$ cat config.mk
export PLATFORM = sky130hd
export DESIGN_NAME = hazard_stall_unit_flat
export DESIGN_NICKNAME = d
export VERILOG_FILES = /design/src/rtl/hazard_stall_unit_if.sv /design/src/rtl/hazard_stall_unit.sv /design/src/flat_wrapper.sv
export SDC_FILE = /design/constraint.sdc
export NUM_CORES = 1
export LEC_CHECK = 0
export CAP_MARGIN = 10
export CELL_PAD_IN_SITES_DETAIL_PLACEMENT = 2
export CELL_PAD_IN_SITES_GLOBAL_PLACEMENT = 2
export CORE_UTILIZATION = 21
export DETAILED_ROUTE_END_ITERATION = 12
export PLACE_DENSITY_LB_ADDON = 0.12
export SYNTH_ARGS = -nofsm -noshare
export SYNTH_HDL_FRONTEND = slang
export SYNTH_SLANG_ARGS = --single-unit
$ cat constraint.sdc
create_clock -name clk -period 4.8 [get_ports clk]
set_input_delay 1.2 -clock clk [delete_from_list [all_inputs] [get_ports clk]]
set_output_delay 1.2 -clock clk [all_outputs]
set_load 0.1 [all_outputs]
$ cat src/rtl/hazard_stall_unit_if.sv
// rtl/hazard_stall_unit_if.sv - ID/EX hazard signals between pipeline (master) and hazard unit (slave)
interface hazard_stall_unit_if;
  logic       MemRead_ex;
  logic [4:0] writeReg_ex;
  logic [4:0] Rs_id;
  logic [4:0] Rt_id;
  logic       UseRs_id;
  logic       UseRt_id;
  logic       MduStart_id;
  logic       MduRead_id;
  logic       BranchTaken_ex;
  logic       PCWrite;
  logic       IFIDWrite;
  logic       IFIDFlush;
  logic       IDEXBubble;
  logic       MduBusy;

  modport master (
    output MemRead_ex, writeReg_ex, Rs_id, Rt_id, UseRs_id, UseRt_id,
           MduStart_id, MduRead_id, BranchTaken_ex,
    input  PCWrite, IFIDWrite, IFIDFlush, IDEXBubble, MduBusy
  );

  modport slave (
    input  MemRead_ex, writeReg_ex, Rs_id, Rt_id, UseRs_id, UseRt_id,
           MduStart_id, MduRead_id, BranchTaken_ex,
    output PCWrite, IFIDWrite, IFIDFlush, IDEXBubble, MduBusy
  );
endinterface

$ cat src/rtl/hazard_stall_unit.sv
// rtl/hazard_stall_unit.sv - decode-stage load-use/MDU stall and branch flush control
// Optional statistics counters enabled by defining HAZARD_STATS_EN.
module hazard_stall_unit #(
  parameter int MDU_LATENCY = 32,
  parameter int CNT_W       = 16
) (
  input  logic               clk,
  input  logic               rst_n,
  hazard_stall_unit_if.slave hz,
  output logic [CNT_W-1:0]   stall_cycles,
  output logic [CNT_W-1:0]   flush_count
);
  typedef enum logic {IDLE, BUSY} mduState_t;

  localparam logic [7:0] LAT_M1 = 8'(MDU_LATENCY - 1);

  mduState_t  state;
  logic [7:0] cnt;
  logic       mduBusy;
  logic       loadUse;
  logic       mduHazard;
  logic       stall;

  assign mduBusy = (state == BUSY);

  assign loadUse = hz.MemRead_ex && (hz.writeReg_ex != 5'd0) &&
                   ((hz.UseRs_id && (hz.Rs_id == hz.writeReg_ex)) ||
                    (hz.UseRt_id && (hz.Rt_id == hz.writeReg_ex)));
  assign mduHazard = mduBusy && (hz.MduStart_id || hz.MduRead_id);
  // A taken branch discards the ID instruction, so there is nothing left to stall.
  assign stall     = (loadUse || mduHazard) && !hz.BranchTaken_ex;

  assign hz.PCWrite    = !stall;
  assign hz.IFIDWrite  = !stall;
  assign hz.IDEXBubble = stall || hz.BranchTaken_ex;
  assign hz.IFIDFlush  = hz.BranchTaken_ex;
  assign hz.MduBusy    = mduBusy;

  always_ff @(posedge clk or negedge rst_n) begin
    if (!rst_n) begin
      state <= IDLE;
      cnt   <= '0;
    end else begin
      case (state)
        IDLE: begin
          if (hz.MduStart_id && !stall && !hz.BranchTaken_ex) begin
            cnt   <= LAT_M1;
            state <= BUSY;
          end
        end
        BUSY: begin
          // Branches never abort here: the issued MDU op is already committed.
          if (cnt != 8'd0) cnt <= cnt - 8'd1;
          else             state <= IDLE;
        end
      endcase
    end
  end

`ifdef HAZARD_STATS_EN
  always_ff @(posedge clk or negedge rst_n) begin
    if (!rst_n) begin
      stall_cycles <= '0;
      flush_count  <= '0;
    end else begin
      if (stall && (stall_cycles != {CNT_W{1'b1}}))
        stall_cycles <= stall_cycles + 1'b1;
      if (hz.BranchTaken_ex && (flush_count != {CNT_W{1'b1}}))
        flush_count <= flush_count + 1'b1;
    end
  end
`else
  assign stall_cycles = '0;
  assign flush_count  = '0;
`endif
endmodule

$ cat src/flat_wrapper.sv
// flat-port wrapper written by rule: the top's interface ports become plain ports
module hazard_stall_unit_flat 
#(
  parameter int MDU_LATENCY = 32,
  parameter int CNT_W       = 16
)
  (clk, rst_n, stall_cycles, flush_count, hz_MemRead_ex, hz_writeReg_ex, hz_Rs_id, hz_Rt_id, hz_UseRs_id, hz_UseRt_id, hz_MduStart_id, hz_MduRead_id, hz_BranchTaken_ex, hz_PCWrite, hz_IFIDWrite, hz_IFIDFlush, hz_IDEXBubble, hz_MduBusy);
  hazard_stall_unit_if hz_i ();
  input  logic clk;
  input  logic rst_n;
  output logic [CNT_W-1:0] stall_cycles;
  output logic [CNT_W-1:0] flush_count;
  input wire logic [$bits(hz_i.MemRead_ex)-1:0] hz_MemRead_ex;
  input wire logic [$bits(hz_i.writeReg_ex)-1:0] hz_writeReg_ex;
  input wire logic [$bits(hz_i.Rs_id)-1:0] hz_Rs_id;
  input wire logic [$bits(hz_i.Rt_id)-1:0] hz_Rt_id;
  input wire logic [$bits(hz_i.UseRs_id)-1:0] hz_UseRs_id;
  input wire logic [$bits(hz_i.UseRt_id)-1:0] hz_UseRt_id;
  input wire logic [$bits(hz_i.MduStart_id)-1:0] hz_MduStart_id;
  input wire logic [$bits(hz_i.MduRead_id)-1:0] hz_MduRead_id;
  input wire logic [$bits(hz_i.BranchTaken_ex)-1:0] hz_BranchTaken_ex;
  output wire logic [$bits(hz_i.PCWrite)-1:0] hz_PCWrite;
  output wire logic [$bits(hz_i.IFIDWrite)-1:0] hz_IFIDWrite;
  output wire logic [$bits(hz_i.IFIDFlush)-1:0] hz_IFIDFlush;
  output wire logic [$bits(hz_i.IDEXBubble)-1:0] hz_IDEXBubble;
  output wire logic [$bits(hz_i.MduBusy)-1:0] hz_MduBusy;
  assign hz_i.MemRead_ex = hz_MemRead_ex;
  assign hz_i.writeReg_ex = hz_writeReg_ex;
  assign hz_i.Rs_id = hz_Rs_id;
  assign hz_i.Rt_id = hz_Rt_id;
  assign hz_i.UseRs_id = hz_UseRs_id;
  assign hz_i.UseRt_id = hz_UseRt_id;
  assign hz_i.MduStart_id = hz_MduStart_id;
  assign hz_i.MduRead_id = hz_MduRead_id;
  assign hz_i.BranchTaken_ex = hz_BranchTaken_ex;
  assign hz_PCWrite = hz_i.PCWrite;
  assign hz_IFIDWrite = hz_i.IFIDWrite;
  assign hz_IFIDFlush = hz_i.IFIDFlush;
  assign hz_IDEXBubble = hz_i.IDEXBubble;
  assign hz_MduBusy = hz_i.MduBusy;
  hazard_stall_unit #(.MDU_LATENCY(MDU_LATENCY), .CNT_W(CNT_W)) u_core (.clk(clk), .rst_n(rst_n), .hz(hz_i), .stall_cycles(stall_cycles), .flush_count(flush_count));
endmodule
# Word-level counts from Yosys, hierarchy flattened

Index checks and enable logic that the tools add are counted.

Flip-flop bits (word level): 9
Output and inout port bits: 37

Equal/unequal tests: 4
Reduce and logical (&&, ||, !) cells: 17
Add/subtract/negate cells: 1
Mux-type cells: 6
Bitwise logic cells: 1

Operator list:

| kind                                                  | number |
|---|---|
| two-way mux 8 bit                                     | 2 |
| case mux 8 bit (2 select lines)                       | 1 |
| equality test 5 bit                                   | 2 |
| logical AND 1 bit                                     | 8 |
| nonzero test 8 bit                                    | 1 |
| subtractor 8 x 1 -> 8 bit, second input constant      | 1 |
| nonzero test 5 bit                                    | 1 |
| logical OR 1 bit                                      | 4 |
| zero test 1 bit                                       | 2 |
| two-way mux 1 bit                                     | 2 |
| inequality test 2 x 1 -> 1 bit, second input constant | 1 |
| inequality test 2 bit, second input constant          | 1 |
| case mux 1 bit (2 select lines)                       | 1 |
| AND reduction 2 bit                                   | 1 |
| NOT 1 bit                                             | 1 |

# Depth between registers and ports, before layout

Depth after elaboration: 11
Depth in mapped cells: 7

# Worst setup path before layout

Ideal clock, no wire load.

Path type: input -> output
From: in hz_writeReg_ex[0]
To: out hz_PCWrite
Path buffers: 1
Arrival time: 3.920 ns
Setup slack: -0.320 ns
Stages on the path: 5
Cells stage by stage: or4_4 > o21ai_4 > nor2_1 > o21bai_1 > buf_4

Longest elaborated chain between the ends: 7
Elaborated cells on any way between the ends: 11
Classes of those cells: eq/ne: 2; reduce/logical: 9

RTL lines:

| what                                          | line                                             | text |
|---|---|---|
| from (decl)                                   | flat_wrapper.sv:14                               | `input wire logic [$bits(hz_i.writeReg_ex)-1:0] hz_writeReg_ex;` |
| equality test 5 bit, on equally long branches | hazard_stall_unit.sv:27, hazard_stall_unit.sv:28 |  |
| logical AND 1 bit, on equally long branches   | hazard_stall_unit.sv:27, hazard_stall_unit.sv:28 |  |
| logical OR 1 bit                              | hazard_stall_unit.sv:27                          | `((hz.UseRs_id && (hz.Rs_id == hz.writeReg_ex)) \|\|` |
| logical AND 1 bit (*)                         | hazard_stall_unit.sv:26                          | `assign loadUse = hz.MemRead_ex && (hz.writeReg_ex != 5'd0) &&` |
| logical OR 1 bit (*)                          | hazard_stall_unit.sv:31                          | `assign stall = (loadUse \|\| mduHazard) && !hz.BranchTaken_ex;` |
| logical AND 1 bit (*)                         | hazard_stall_unit.sv:31                          |  |
| zero test 1 bit (*)                           | n/a                                              |  |
| to (decl)                                     | flat_wrapper.sv:22                               | `output wire logic [$bits(hz_i.PCWrite)-1:0] hz_PCWrite;` |

Every way passes the cells marked *; elsewhere a longest branch is shown, timed or not.

# Final worst setup path

From: in hz_writeReg_ex[0]
To: out hz_IDEXBubble

Longest elaborated chain between the ends: 7
Elaborated cells on any way between the ends: 11
Classes of those cells: eq/ne: 2; reduce/logical: 9

RTL lines:

| what                                          | line                                             | text |
|---|---|---|
| equality test 5 bit, on equally long branches | hazard_stall_unit.sv:27, hazard_stall_unit.sv:28 |  |
| logical AND 1 bit, on equally long branches   | hazard_stall_unit.sv:27, hazard_stall_unit.sv:28 |  |
| logical OR 1 bit                              | hazard_stall_unit.sv:27                          |  |
| logical AND 1 bit (*)                         | hazard_stall_unit.sv:26                          |  |
| logical OR 1 bit (*)                          | hazard_stall_unit.sv:31                          |  |
| logical AND 1 bit (*)                         | hazard_stall_unit.sv:31                          |  |
| logical OR 1 bit (*)                          | hazard_stall_unit.sv:35                          | `assign hz.IDEXBubble = stall \|\| hz.BranchTaken_ex;` |
| to (decl)                                     | flat_wrapper.sv:25                               | `output wire logic [$bits(hz_i.IDEXBubble)-1:0] hz_IDEXBubble;` |

Marked as above.

==> flow_metrics.tcl <==
set metrics [dict create \
    post-route-period-util 0.896 \
    crit_slowest_cell "or4_4" \
    worst-path-buf-inv 2 \
    ys_warn_count 0 \
    cts_hold_buf 0 \
    synth_top_family_by_area "buffers and inverters" \
    cts_setup_buffers 0 \
    synthAdderAreaFrac 0.0125 \
    core-area_um2 4470 \
    power_switching_uw 406 \
    drc 0 \
    worst_slack_ns 0.500 \
    drtIter0Drc 34 \
    final_util 0.283 \
    setup_viol 0 \
    crit_arrival_ns 3.10 \
    power_frac_clock 0.124 \
    slew_headroom 0.353 \
    seqPwrFrac 0.262 \
    comb_power_share 0.614 \
    synth-edff-count 0 \
    critPathRequiredTime_ns 3.60 \
    drtAntennaViolNets 0 \
    syn_to_final_growth_pct 26.3 \
    finalNetCount 167 \
    num_vias 817 \
    cts_resized 0 \
    dpl.hpwl_um 2290 \
    initial_utilization 0.224 \
    netlist-cell-type-count 41 \
    hp-start "u_core.cnt[0]" \
    die_w_um 71.1 \
    finalWirelength_um 2780 \
    synth_area_per_cell_um2 8.64 \
    clockBufferDepth 2 \
    routedWlPerCell_um 14.3 \
    finalSetupTns_ns 0 \
    path_max_fanout 4 \
    reg2reg_depth 7 \
    dpl_worst_slack_ns 0.480 \
    synthXorXnorAreaFrac 0.0874 \
    slew_viol_final 0 \
    crit_chain "clkdlybuf4s50_1, or4_4, o21ai_4, nor2_1, or3_1, buf_12" \
    ys_seq_elements 9 \
    reg2reg_from "u_core.cnt[0]" \
    max-vdd-ir-drop_v 0.000202 \
    switching_share 0.562 \
    drive_gt1_frac 0.113 \
    layout_common_cells "conb_1, clkdlybuf4s50_1, dfrtp_1" \
    cts_tree "built" \
    antenna_found_initial 0 \
    reg2reg_slack_ns 2.83 \
    max_slew.worst_pin.slew_ns 0.967 \
    max_freq_mhz 233 \
    place_congestion 0.694 \
    muxShareOfSynthArea 0 \
    pin_count 60 \
    p_per_area_nw_per_um2 570 \
    critPathLaunchType "input pin" \
    synth_top_flop_cell "dfrtp_1" \
    synthSimpleGateAreaFrac 0.202 \
    cts_sinks 9 \
    setup.worst_path.end_class "output pin" \
    cts.clk_slew.worst_paths_ns 0.05 \
    fin_skew_ns 0.000543 \
    rsz0062_at_grt "no" \
    hold_path.class "reg -> reg" \
    min_to "u_core.cnt[0]" \
    cap_violations 0 \
    crit_type "in -> out" \
    final_cell_count_no_fill 194 \
    io_buffer_count 27 \
    fillCellCount 505 \
    run_status "complete, no violations" \
    rr_endpoint "u_core.cnt[4]" \
    row_count 24 \
    yosysSeqAreaShare 0.225 \
    clock_latency_ns 0.23 \
    grt.overflow.total 0 \
    placed_area_um2 1220 \
    grt_pass1_vias 826 \
    grt_pass1_wl_um 4360 \
    netlist_instances 116 \
    period_minus_slack_ns 4.30 \
    syn-cell-area_um2 1000 \
    worst_path_largest_cell_delay_ns 0.58 \
    synthArstFlopShare 1.00 \
    drtPass1Iterations 6 \
    track_usage 0.117 \
    num_antenna_cells 0 \
    fp.dieH_um 71.1 \
    dpl.cell_count 190 \
    grt_max_degree 14 \
    cts_made_buffers 3 \
    ctsRootBufferMaster "clkbuf_8" \
    leakage_nw 0.528 \
    hold_depth 1 \
    design_area_um2 1270 \
    routed_via_density 4.21 \
    layout_commonest_cell "conb_1" \
    ctsHtreeMaxLevel 1 \
    critPathTopFamily "simple AND/OR/NAND/NOR gates" \
    hold_viol_final 0 \
    synth-compound-area-share 0.199 \
    die_area_um2 5050 \
    p_int_uw 316 \
]
[stage by stage]
stage	power, mW	hold WS [ns]
detailed placement	0.634	0.556
CTS	0.731	0.565
global placement	0.625	0.556
finish	0.722	0.563
floorplan	0.542	0.484
global route	0.770	0.602
[cell families after synthesis]
logic type | count (synthesis)
other | 1
buffers and inverters | 38
AO/OA/AOI/OAI | 26
AND/OR/NAND/NOR | 31
flip-flops | 9
XOR/XNOR | 10
adder cells (fa/ha/maj) | 1
[power by group through the flow]
stage | Combinational, mW | Sequential (mW) | Clock [mW]
floorplan | 0.359 | 0.183 | 0
global placement | 0.436 | 0.189 | 0
detailed placement | 0.445 | 0.189 | 0
CTS | 0.448 | 0.190 | 0.0934
global route | 0.473 | 0.199 | 0.0979
finish | 0.443 | 0.189 | 0.0894
[layout make-up]
type,count,area (µm²),area share
multi-input combinational,100,626,0.494
timing repair buffer,27,298,0.235
sequential,9,225,0.178
tap,52,65.1,0.0514
clock buffer,4,45.0,0.0356
inverter,2,7.51,0.00593
[sequential cells by signal (all words and copies together), names as in the netlist]
signal	cells
u_core.cnt	8
u_core.hz.MduBusy	1
[worst max path at each step]
stage / start / to / cells after the start
global route: hz_writeReg_ex[3] / hz_IDEXBubble / 7
global placement: hz_writeReg_ex[0] / hz_IDEXBubble / 6
detailed placement: hz_writeReg_ex[1] / hz_IDEXBubble / 7
finish: hz_writeReg_ex[0] / hz_IDEXBubble / 6
floorplan: hz_writeReg_ex[0] / hz_PCWrite / 5
CTS: hz_writeReg_ex[1] / hz_IDEXBubble / 7
[synthesized netlist by cell type, drive strengths merged, types with 4 or more instances]
| library cell | count | area (µm²) |
|---|---|---|
| buf | 35 | 260 |
| dfrtp | 9 | 225 |
| xor2 | 8 | 70.1 |
| a21oi | 7 | 35.0 |
| nand2 | 4 | 15.0 |
| nor2 | 4 | 15.0 |
[layer usage]
layer / GRT usage / part of all wire / wire length, µm / vias to the layer above
met5: 0 / 0 / 0 / -
met4: 0.0400 / 0.014 / 39 / 0
met3: 0.0299 / 0.043 / 121 / 4
met2: 0.203 / 0.52 / 1450 / 30
met1: 0.140 / 0.42 / 1170 / 392
li1: - / - / - / 391
[worst register-to-register path, delay by kind of cell (launching register included)]
| kind | cells | cell delay (ns) |
|---|---|---|
| fa+ha+maj | 1 | 0.22 |
| compound gates | 4 | 0.75 |
| flops | 1 | 0.42 |
| buf+inv | 1 | 0.08 |
| simple gates | 1 | 0.38 |
(Power assumes the default switching activity.)
